## src/rtl/clk_div_pkg.sv

```systemverilog
// Shared types and constants for the glitch-free programmable clock divider.
package clk_div_pkg;

  typedef enum logic [1:0] {
    IDLE     = 2'd0,
    RUN      = 2'd1,
    STOPPING = 2'd2
  } state_t;

  localparam int MIN_DIV = 2;

endpackage

```

## src/rtl/glitch_free_clk_div_if.sv

```systemverilog
// Control/status bundle of the clock divider; master drives requests, slave is the divider.
// Ratio handshake: a transfer happens on a clk edge where div_valid && div_ready are both high;
// div_valid/div_value must stay stable until that edge, and div_ready never depends on div_valid.
interface glitch_free_clk_div_if #(
  parameter int CNT_W = 8
);
  logic             en;
  logic             div_valid;
  logic [CNT_W-1:0] div_value;
  logic             div_ready;
  logic             clk_out;
  logic             clk_active;
  logic             busy;
  logic             err_div;

  modport master (
    output en, div_valid, div_value,
    input  div_ready, clk_out, clk_active, busy, err_div
  );

  modport slave (
    input  en, div_valid, div_value,
    output div_ready, clk_out, clk_active, busy, err_div
  );
endinterface

```

## src/rtl/clk_div_phase_cnt.sv

```systemverilog
// Phase counter of one output period: flags the wrap edge and registers clk_out.
module clk_div_phase_cnt #(
  parameter int CNT_W = 8
) (
  input  logic             clk,
  input  logic             rst,
  input  logic             i_active,
  input  logic             i_run,
  input  logic [CNT_W-1:0] i_div,
  output logic             o_boundary,
  output logic             o_clk
);

  logic [CNT_W-1:0] r_cnt;
  logic [CNT_W-1:0] w_cnt_inc;
  logic [CNT_W-1:0] w_high;

  assign w_high     = i_div - (i_div >> 1);
  assign w_cnt_inc  = r_cnt + CNT_W'(1);
  assign o_boundary = i_active && (r_cnt == i_div - CNT_W'(1));

  // A new period always opens with a high phase, whatever ratio it uses.
  always_ff @(posedge clk or posedge rst) begin
    if (rst) begin
      r_cnt <= '0;
      o_clk <= 1'b0;
    end else if (!i_run) begin
      r_cnt <= '0;
      o_clk <= 1'b0;
    end else if (!i_active || o_boundary) begin
      r_cnt <= '0;
      o_clk <= 1'b1;
    end else begin
      r_cnt <= w_cnt_inc;
      o_clk <= (w_cnt_inc < w_high);
    end
  end

endmodule

```

## src/rtl/glitch_free_clk_div.sv

```systemverilog
// Runtime-programmable glitch-free clock divider: run/stop FSM plus ratio handshake,
// with ratio changes and stops deferred to output-period boundaries.
module glitch_free_clk_div
  import clk_div_pkg::*;
#(
  parameter int CNT_W       = 8,
  parameter int DEFAULT_DIV = 4
) (
  input  logic                  clk,
  input  logic                  rst,
  glitch_free_clk_div_if.slave  bus,
  output state_t                o_dbg_state
);

  state_t           r_state;
  state_t           w_next_state;
  logic [CNT_W-1:0] r_div;
  logic [CNT_W-1:0] r_pend;
  logic             r_busy;
  logic             r_err;
  logic             r_active;
  logic             w_boundary;
  logic             w_clk_out;
  logic             w_xfer;
  logic             w_bad;
  logic             w_good;

  assign w_xfer = bus.div_valid && !r_busy;
  assign w_bad  = w_xfer && (bus.div_value < CNT_W'(MIN_DIV));
  assign w_good = w_xfer && !w_bad;

  always_comb begin
    w_next_state = r_state;
    case (r_state)
      IDLE:     if (bus.en) w_next_state = RUN;
      RUN:      if (!bus.en) w_next_state = w_boundary ? IDLE : STOPPING;
      STOPPING: begin
        if (bus.en)          w_next_state = RUN;
        else if (w_boundary) w_next_state = IDLE;
      end
      default:  w_next_state = IDLE;
    endcase
  end

  clk_div_phase_cnt #(.CNT_W(CNT_W)) u_phase_cnt (
    .clk        (clk),
    .rst        (rst),
    .i_active   (r_state != IDLE),
    .i_run      (w_next_state != IDLE),
    .i_div      (r_div),
    .o_boundary (w_boundary),
    .o_clk      (w_clk_out)
  );

  // A ratio accepted on a boundary edge governs the period opening at that edge.
  always_ff @(posedge clk or posedge rst) begin
    if (rst) begin
      r_state  <= IDLE;
      r_div    <= CNT_W'(DEFAULT_DIV);
      r_pend   <= '0;
      r_busy   <= 1'b0;
      r_err    <= 1'b0;
      r_active <= 1'b0;
    end else begin
      r_state  <= w_next_state;
      r_active <= (w_next_state != IDLE);
      r_err    <= w_bad;
      if (r_busy && (w_boundary || r_state == IDLE)) begin
        r_div  <= r_pend;
        r_busy <= 1'b0;
      end
      if (w_good) begin
        if (w_boundary) begin
          r_div <= bus.div_value;
        end else begin
          r_pend <= bus.div_value;
          r_busy <= 1'b1;
        end
      end
    end
  end

  assign bus.clk_out    = w_clk_out;
  assign bus.clk_active = r_active;
  assign bus.busy       = r_busy;
  assign bus.div_ready  = !r_busy;
  assign bus.err_div    = r_err;
  assign o_dbg_state    = r_state;

endmodule

```

## src/flat_wrapper.sv

```systemverilog
// flat-port wrapper written by rule: the top's interface ports become plain ports
module glitch_free_clk_div_flat import clk_div_pkg::*;
#(
  parameter int CNT_W       = 8,
  parameter int DEFAULT_DIV = 4
)
  (clk, rst, o_dbg_state, bus_en, bus_div_valid, bus_div_value, bus_div_ready, bus_clk_out, bus_clk_active, bus_busy, bus_err_div);
  glitch_free_clk_div_if #(.CNT_W(CNT_W)) bus_i ();
  input  logic clk;
  input  logic rst;
  output state_t o_dbg_state;
  input wire logic [$bits(bus_i.en)-1:0] bus_en;
  input wire logic [$bits(bus_i.div_valid)-1:0] bus_div_valid;
  input wire logic [$bits(bus_i.div_value)-1:0] bus_div_value;
  output wire logic [$bits(bus_i.div_ready)-1:0] bus_div_ready;
  output wire logic [$bits(bus_i.clk_out)-1:0] bus_clk_out;
  output wire logic [$bits(bus_i.clk_active)-1:0] bus_clk_active;
  output wire logic [$bits(bus_i.busy)-1:0] bus_busy;
  output wire logic [$bits(bus_i.err_div)-1:0] bus_err_div;
  assign bus_i.en = bus_en;
  assign bus_i.div_valid = bus_div_valid;
  assign bus_i.div_value = bus_div_value;
  assign bus_div_ready = bus_i.div_ready;
  assign bus_clk_out = bus_i.clk_out;
  assign bus_clk_active = bus_i.clk_active;
  assign bus_busy = bus_i.busy;
  assign bus_err_div = bus_i.err_div;
  glitch_free_clk_div #(.CNT_W(CNT_W), .DEFAULT_DIV(DEFAULT_DIV)) u_core (.clk(clk), .rst(rst), .bus(bus_i), .o_dbg_state(o_dbg_state));
endmodule
```

## config.mk

```make
export PLATFORM = sky130hd
export DESIGN_NAME = glitch_free_clk_div_flat
export DESIGN_NICKNAME = d
export VERILOG_FILES = /design/src/rtl/clk_div_pkg.sv /design/src/rtl/glitch_free_clk_div_if.sv /design/src/rtl/clk_div_phase_cnt.sv /design/src/rtl/glitch_free_clk_div.sv /design/src/flat_wrapper.sv
export SDC_FILE = /design/constraint.sdc
export NUM_CORES = 1
export LEC_CHECK = 0
export ABC_CLOCK_PERIOD_IN_PS = 3850
export CAP_MARGIN = 30
export CORE_MARGIN = 4
export CORE_UTILIZATION = 46
export CTS_CLUSTER_SIZE = 8
export DETAILED_ROUTE_END_ITERATION = 6
export PLACE_DENSITY = 0.66
export SETUP_SLACK_MARGIN = 0.4
export SYNTH_ARGS = -nofsm -noshare
export SYNTH_HDL_FRONTEND = slang
export SYNTH_HIERARCHICAL = 1
export SYNTH_SLANG_ARGS = --single-unit
```

## constraint.sdc

```tcl
create_clock -name clk -period 3.85 [get_ports clk]
set_clock_uncertainty 0.05 [all_clocks]
set_input_delay 0.77 -clock clk [delete_from_list [all_inputs] [get_ports clk]]
set_output_delay 0.77 -clock clk [all_outputs]
set_load 0.005 [all_outputs]
```

After elaboration in Yosys (flattened, before gate mapping)
Cells that the tools add are included.

storage, ports and cells
  register bits = 30
  bits of input ports = 12
  output and inout port bits = 7
  word-level logic and storage cells = 47

operators by class
  $add $sub $neg = 3
  $lt $le $gt $ge = 2
  equal/unequal tests = 3
  multiplexer cells = 16
  bitwise gates (word level) = 1
  reductions and logical operators = 14

operator list
  cell                                                count
  2-to-1 mux 8 bit                                    5
  2-to-1 mux 2 bit                                    5
  adder 8 x 1 -> 8 bit, second input constant         1
  == test 8 bit                                       1
  < comparator 8 x 2 -> 1 bit, second input constant  1
  < comparator 8 bit                                  1
  subtractor 8 x 1 -> 8 bit, second input constant    1
  subtractor 8 x 7 -> 8 bit                           1
  case mux 2 bit (3 select lines)                     1
  logical AND 1 bit                                   5
  2-to-1 mux 1 bit                                    5
  nonzero test 2 bit                                  2
  logical NOT 1 bit                                   3
  == test 2 x 1 -> 1 bit, second input constant       1
  == test 2 bit, second input constant                1
  logical NOT 2 bit                                   1
  logical OR 1 bit                                    2
  AND reduction 2 bit                                 1
  NOT 1 bit                                           1

Depth between registers and ports, before layout
Gate-level depths: netlist of the first run.

  depth in word-level cells = 8
  gate-level depth with buffers = 14
  mapped depth without buffers = 14

By module
Netlist of the first run, hierarchy kept.

by module, submodules not included
  module               times used  cells each  area an instance (um^2)  seq. area each (um^2)
  clk_div_phase_cnt    1           129         1,159.9                  225.2
  glitch_free_clk_div  1           85          975.9                    526.8

Worst setup path before layout of the first run
OpenSTA, ideal clock, no wires.

  path type = flip-flop to flip-flop
  start point = reg u_core.r_div[0]
  end point = reg u_core.u_phase_cnt.o_clk
  library setup time = 0.067 ns
  arrival time = 2.708 ns
  required time = 3.733 ns
  path slack = 1.025 ns
  cell stages (with the launch flop) = 15
  path buffers = 0
  period minus slack after synthesis = 2.825 ns
  cell sequence = dfrtp_1 > inv_1 > ha_1 > inv_1 > fa_1 > nand2b_1 > a21oi_1 > o21ba_2 > or4_1 > nand3_1 > ha_1 > nand4_1 > a211oi_1 > a2111oi_0 > o31a_1

between the ends
  word-level cells in the longest chain between the ends = 8
  elaborated cells on any way between the ends = 14
  those cells by class = add/sub: 2; order compare: 1; eq/ne: 1; mux: 7; reduce/logical: 3

ends and longest elaborated chain
  element                                     RTL line                                              text
  start, declared                             glitch_free_clk_div.sv:17                             logic [CNT_W-1:0] r_div;
  start signal, assigned                      glitch_free_clk_div.sv:59                             r_div <= CNT_W'(DEFAULT_DIV);
  start signal, assigned                      glitch_free_clk_div.sv:69                             r_div <= r_pend;
  start signal, assigned                      glitch_free_clk_div.sv:74                             r_div <= bus.div_value;
  subtractor 8 x 1 -> 8 bit                   clk_div_phase_cnt.sv:20                               assign o_boundary = i_active && (r_cnt == i_div - CNT_W'(1));
  == test 8 bit                               clk_div_phase_cnt.sv:20
  logical AND 1 bit                           clk_div_phase_cnt.sv:20
  2-to-1 mux 2 bit, on equally long branches  glitch_free_clk_div.sv:39, glitch_free_clk_div.sv:36
  2-to-1 mux 2 bit, on equally long branches  glitch_free_clk_div.sv:38, glitch_free_clk_div.sv:36
  case mux 2 bit (3 select lines)             glitch_free_clk_div.sv:34                             case (r_state)
  nonzero test 2 bit                          glitch_free_clk_div.sv:49                             .i_run (w_next_state != IDLE),
  2-to-1 mux 1 bit (*)                        clk_div_phase_cnt.sv:27                               end else if (!i_run) begin
  end signal, assigned                        clk_div_phase_cnt.sv:35                               o_clk <= (w_cnt_inc < w_high);
  end, declared                               clk_div_phase_cnt.sv:11                               output logic o_clk

Every way passes the cells marked *; elsewhere a longest branch is shown, timed or not.
A chain may end at the register's enable or synchronous reset.

Worst setup path after layout of the first run
Same ends and word-level chain as after synthesis.

==> impl_metrics.tcl, run 1 <==
set metrics [dict create \
    hold_path_class "register to register" \
    peakVddDrop_v 0.000492 \
    slew_violations 0 \
    cts.sinks 30 \
    criticalPathCategory "register to register" \
    reg2reg_depth 14 \
    outcome "finished clean" \
    synth_top_area_share_pct 34.0 \
    cts_hold_buf 0 \
    cpPeakStageDelay_ns 0.43 \
    gp_congestion 0.800 \
    worst-path-max-fanout 5 \
    routedWlPerCell_um 14.6 \
    ys.flop_type "dfrtp_1" \
    clock_latency_ns 0.28 \
    rows 24 \
    ff_latch_area_um2 752 \
    grt_overflow 0 \
    synth_cell_types 39 \
    fin_crit_ns 3.16 \
    crit_arrival_ns 3.32 \
    clk_pin_slew_worst_paths_ns 0.06 \
    grt_pass1_wl_um 7710 \
    gr-usage-all-layers_pct 16.3 \
    fin_setup_tns_ns 0 \
    max_cap_viol_count 0 \
    dp_hpwl_um 3330 \
    htree_levels 2 \
    final.setup.worst_slack_ns 0.694 \
    ctsLongestPathBuffers 2 \
    post-route-drc-count 0 \
    tritoncts "built" \
    yosysSeqAreaShare_pct 35.2 \
    start_util_pct 48.4 \
    netlist_area_um2 2140 \
    r2r_start "u_core/r_div[0]" \
    max_freq_mhz 317 \
    tightestPinTransition_ns 0.814 \
    fill_cells 383 \
    cp.required_ns 4.02 \
    startpoint "u_core/r_div[0]" \
    worstPathCellList "inv_1, ha_1, inv_1, fa_1, nand2b_1, a21oi_1, o21ba_2, or4_1, nand3_1, ha_1, nand4_1, a211oi_1, a2111oi_2, o31a_1" \
    endpoint_kind "register" \
    vias 1604 \
    rsz0062_at_grt "no" \
    core_area_um2 4410 \
    num_antenna_cells 0 \
    ff2ff_setup_slack_ns 0.69 \
    ys_warn_count 6 \
    drt_wl_total_um 4260 \
    ys_top_cells_by_area "dfrtp_1, ha_1, xnor2_1" \
    viasPerCell 5.51 \
    cts_buffers 5 \
    synth_edf_count 0 \
    syn_to_final_growth_pct 17.0 \
    nets 274 \
    syn_nets 250 \
    multiInputGateArea_um2 1310 \
    drtIter0Drc 93 \
    netlist_instances 214 \
    boundaryPins 19 \
    drtPass1Iterations 4 \
    setup_viol_count_final 0 \
    relSlewSlack_pct 45.4 \
    grt_pass1_vias 1653 \
    die_w_um 76.1 \
    pre_cts_slack_ns 0.443 \
    die-area_um2 5800 \
    powerDensity_nw_per_um2 801 \
    grt_start_max_net_pins 22 \
    synth_largest_area_cell "dfrtp_1" \
    die_h_um 76.1 \
    ant_nets 0 \
    synth_area_per_cell_um2 9.98 \
    synth-async-reset-ratio_pct 100 \
    final_hold_viol_count 0 \
    startpoint_type "register" \
    reg2reg_to "u_core/u_phase_cnt/o_clk" \
    endpoint "u_core/u_phase_cnt/o_clk" \
    cpMaxStageDelayCell "dfrtp_1" \
    min_period_over_period_pct 82.0 \
    synth_seq_cells 30 \
    cts_root_buf "clkbuf_8" \
    antenna_found_initial 0 \
    p_leak_nw 1.05 \
    io_buffers 18 \
    drive_gt1_share_pct 12.1 \
]
[area by class of cell]
class / instances / share of cell area [%]
Tap cell: 52 / 2.60
Inverter: 17 / 2.55
Clock inverter: 3 / 1.60
Multi-Input combinational cell: 164 / 52.6
Clock buffer: 5 / 2.75
Sequential cell: 30 / 30.1
Timing Repair Buffer: 20 / 7.81
[cells by family (layout without fill, tap and decap cells)]
group	Yosys count	after routing	synth area share (%)
compound gates	48	48	16.2
mux	8	8	4.22
flops	30	30	35.2
simple gates	58	58	15.7
fa+ha+maj	24	24	14.4
xor+xnor	26	26	10.7
buf+inv	20	45	3.57
[cell usage after synthesis (2+ instances only)]
library cell  instances
dfrtp_1              29
ha_1                 23
xnor2_1              19
inv_1                17
nand3_1              14
nor2_1               12
o21ai_0              10
a211oi_1              9
nor3b_1               9
a31oi_1               8
mux2_2                8
nand2_1               7
xor2_1                7
a21oi_1               6
a21boi_0              4
nor3_1                3
o21ba_2               3
clkbuf_1              2
nand2b_1              2
nand3b_1              2
o31a_1                2
[registers in the layout (all words and copies together) (netlist names)]
signal / cells
u_core/bus.clk_active: 1
u_core/u_phase_cnt/o_clk: 1
u_core/r_pend: 8
u_core/r_div: 8
u_core/u_phase_cnt/r_cnt: 8
u_core/o_dbg_state: 2
u_core/bus.err_div: 1
u_core/bus.busy: 1
[layer usage]
metal  global-route usage, %  vias up  part of all wire, %
met5                       0        -                    0
met4                    6.82        0                  2.0
met3                    3.55        8                  3.0
met2                    27.3       28                   49
met1                    20.3      751                   46
li1                        -      817                    -
[stage by stage]
step	instance area, µm²	hold WS (ns)	instances	util, %	total power (W)
final	2500	0.461	291	56.6	0.00200
after global routing	2500	0.474	291	56.6	0.00222
after CTS	2490	0.461	291	56.5	0.00201
after detailed placement	2380	0.447	283	54.0	0.00169
after global placement	2380	0.444	283	54.0	0.00168
after floorplan	2140	0.432	214	-	0.00141
[worst max-delay path, delay by kind of cell, from the launching register on]
kind            cells  cell delay (ns)
fa+ha+maj           3             0.82
simple gates        4             0.72
buf+inv             2             0.15
flops               1             0.43
compound gates      5             0.92
[report_power, final]
part	switching, W	internal (W)
clock	0.000112	0.000190
sequential	0.000120	0.000423
combinational	0.000594	0.000561
total	0.000827	0.00117
[worst min-delay path by stage]
| stage | start | end | cells after the start |
|---|---|---|---|
| global route | u_core/r_pend[5] | u_core/r_pend[5] | 1 |
| global placement | u_core/r_pend[2] | u_core/r_pend[2] | 1 |
| finish | u_core/r_pend[2] | u_core/r_pend[2] | 1 |
| floorplan | u_core/r_pend[0] | u_core/r_pend[0] | 1 |
| detailed placement | u_core/r_pend[1] | u_core/r_pend[1] | 1 |
| CTS | u_core/r_pend[1] | u_core/r_pend[1] | 1 |
[placed cells by master, fill, tap and decap left out, drive strengths merged, types with 3 or more instances in the layout]
master / netlist / routed
a211oi: 9 / 9
a21boi: 4 / 4
a21oi: 6 / 6
a31oi: 8 / 8
clkbuf: 2 / 5
clkdlybuf4s50: 0 / 18
dfrtp: 29 / 29
ha: 23 / 23
inv: 17 / 17
mux2: 8 / 8
nand2: 7 / 7
nand3: 14 / 14
nor2: 12 / 12
nor3: 4 / 4
nor3b: 9 / 9
o21ai: 10 / 10
o21ba: 3 / 3
xnor2: 19 / 19
xor2: 7 / 7
[what timing repair did]
action / CTS / global route
gates resized for setup: 0 / 2
setup buffers: 0 / 0
setup endpoints to repair: 0 / 1
endpoints found under the hold margin: 0 / 0
Power figures use the tool's default switching activity.
==> run 2: changes to the inputs <==
--- a/config.mk
+++ b/config.mk
@@ -5,7 +5,7 @@
 export SDC_FILE = /design/constraint.sdc
 export NUM_CORES = 1
 export LEC_CHECK = 0
-export ABC_CLOCK_PERIOD_IN_PS = 3850
+export ABC_CLOCK_PERIOD_IN_PS = 3060
 export CAP_MARGIN = 30
 export CORE_MARGIN = 4
 export CORE_UTILIZATION = 46
==> constraint.sdc (replaced) <==
create_clock -name clk -period 3.06 [get_ports clk]
set_clock_uncertainty 0.05 [all_clocks]
set_input_delay 0.612 -clock clk [delete_from_list [all_inputs] [get_ports clk]]
set_output_delay 0.612 -clock clk [all_outputs]
set_load 0.005 [all_outputs]
==> run 2 against run 1 <==
Cell count increased by 6.2%. Clock-buffer cell count increased by 3. Maximum frequency increased by 8.1%. Sequential cell count unchanged. Critical path depth decreased by 1. Setup slack got worse by 0.55 ns. Register-to-register slack got worse by 0.55 ns. Non-clock buffer count increased by 18. Total power increased by 46%. Critical endpoint unchanged. Highest routed layer unchanged.
==> impl_metrics.tcl, run 2 (same netlist as run 1, synthesis figures left out) <==
set metrics [dict create \
    cpPeakStageDelay_ns 0.55 \
    routedWlPerCell_um 16.4 \
    viasPerCell 5.57 \
    gr-usage-all-layers_pct 16.9 \
    nets 292 \
    outcome "finished clean" \
    core_area_um2 4410 \
    ctsLongestPathBuffers 2 \
    path_buf_inv 2 \
    cts_root_buf "clkbuf_8" \
    setup_viol_count_final 0 \
    relSlewSlack_pct 47.7 \
    drtIter0Drc 72 \
    grt_overflow 0 \
    antenna_found_initial 0 \
    p_leak_nw 1.21 \
    clock_latency_ns 0.29 \
    max_freq_mhz 342 \
    cts_hold_buf 0 \
    post-route-drc-count 0 \
    cp.required_ns 3.24 \
    endpoint_kind "register" \
    final_hold_viol_count 0 \
    power_w 0.00293 \
    worstPathCellList "inv_4, ha_1, o21ba_2, nor2_1, o31a_1, o41a_1, xnor2_1, ha_1, buf_4, nand2_1, nor2_1, a2111oi_2, o31a_1" \
    tightestPinTransition_ns 0.783 \
    htree_levels 2 \
    dp_cells 289 \
    powerDensity_nw_per_um2 1030 \
    num_antenna_cells 0 \
    vias 1722 \
    crit_arrival_ns 3.10 \
    worst-path-max-fanout 4 \
    cts_buffers 5 \
    cpLargestDelayFamily "compound AO/OA/AOI/OAI gates" \
    rows 24 \
    die-area_um2 5800 \
    worst_hold_slack_ns 0.475 \
    startpoint_type "register" \
    start_util_pct 48.4 \
    dpl_cell_area_um2 2430 \
    final.setup.worst_slack_ns 0.139 \
    reg_top3 "u_core/r_div (8), u_core/r_pend (8), u_core/u_phase_cnt/r_cnt (8)" \
    tritoncts "built" \
    drive_gt1_share_pct 31.1 \
    grt_pass1_wl_um 7910 \
    grt_pass1_vias 1715 \
    drtPass1Iterations 4 \
    min_period_over_period_pct 95.4 \
    ant_nets 0 \
    slew_violations 0 \
    final_cell_area_um2 2840 \
    pre_cts_slack_ns -0.00612 \
    hold_path_class "register to register" \
    gp_congestion 0.826 \
    die_h_um 76.1 \
    grt_start_max_net_pins 22 \
    final_cell_mix "dfrtp_1, ha_1, clkdlybuf4s50_1" \
    die_w_um 76.1 \
    clk_pin_slew_worst_paths_ns 0.06 \
    stdcell_count 309 \
    drt_wl_total_um 5080 \
    io_buffers 18 \
    syn_to_final_growth_pct 33.0 \
    criticalPathCategory "register to register" \
    fin_crit_ns 2.92 \
    cpMaxStageDelayCell "dfstp_2" \
    final_common_cell "dfrtp_1" \
    peakVddDrop_v 0.000547 \
    rsz0062_at_grt "yes" \
    boundaryPins 19 \
    max_cap_viol_count 0 \
    cts.sinks 30 \
    dp_hpwl_um 3490 \
]
-- run 2: cell count changes in the layout (fill, tap and decap cells not counted), sizes merged --
cell    previous run  this run
buf                2        20
bufinv             1         0
clkinv             2         0
clkbuf             5         8
-- run 2: repair_timing --
action,CTS,global route
buffers inserted,5,6
pin swaps,11,9
gates cloned,0,1
gates resized for setup,11,44
setup endpoints to repair,25,25
-- run 2: cell type report --
type / count / area [µm²]
clock buffer: 8 / 110
fill: 345 / 1570
inverter: 17 / 66.3
multi-input combinational: 164 / 1500
sequential: 30 / 753
tap: 52 / 65.1
timing repair buffer: 38 / 343
-- run 2: path summary, 6_finish.rpt --
| path | start | to | slack, ns | cells after the start |
|---|---|---|---|---|
| max | u_core/r_div[2] | u_core/u_phase_cnt/o_clk | 0.14 | 13 |
| max in group asynchronous | rst | u_core/r_div[1] | 1.65 | 2 |
| max reg2reg | u_core/r_div[2] | u_core/u_phase_cnt/o_clk | 0.14 | 13 |
| min | u_core/r_pend[0] | u_core/r_pend[0] | 0.47 | 1 |
| min reg2reg | u_core/r_pend[0] | u_core/r_pend[0] | 0.47 | 1 |
| min in group asynchronous | rst | u_core/u_phase_cnt/r_cnt[1] | 0.58 | 2 |
-- run 2: metal layers --
layer	track usage (%)	vias to the layer above	wire length (µm)
li1	-	845	-
met1	20.2	827	2180
met2	28.1	37	2580
met3	4.14	13	159
met4	8.04	0	156
met5	0	-	0
-- run 2: metrics by stage --
step / util [%] / setup TNS [ns]
after global routing: 64.4 / -0.0228
after detailed placement: 55.2 / -0.00612
after CTS: 59.3 / 0
after floorplan: - / 0
after global placement: 55.2 / 0
final: 64.4 / 0
-- run 2: power breakdown --
part           switching [W]  leakage, nW  internal [W]
clock network       0.000151       0.0575      0.000227
registers           0.000144        0.371      0.000534
logic               0.000913        0.780      0.000957
==> run 3: changes to the inputs <==
--- a/config.mk
+++ b/config.mk
@@ -9,7 +9,6 @@
 export CAP_MARGIN = 30
 export CORE_MARGIN = 4
 export CORE_UTILIZATION = 46
-export CTS_CLUSTER_SIZE = 8
 export DETAILED_ROUTE_END_ITERATION = 6
 export PLACE_DENSITY = 0.66
 export SETUP_SLACK_MARGIN = 0.4
==> results of run 3 <==
The final DEF is identical to that of run 2; final timing and power are the same.
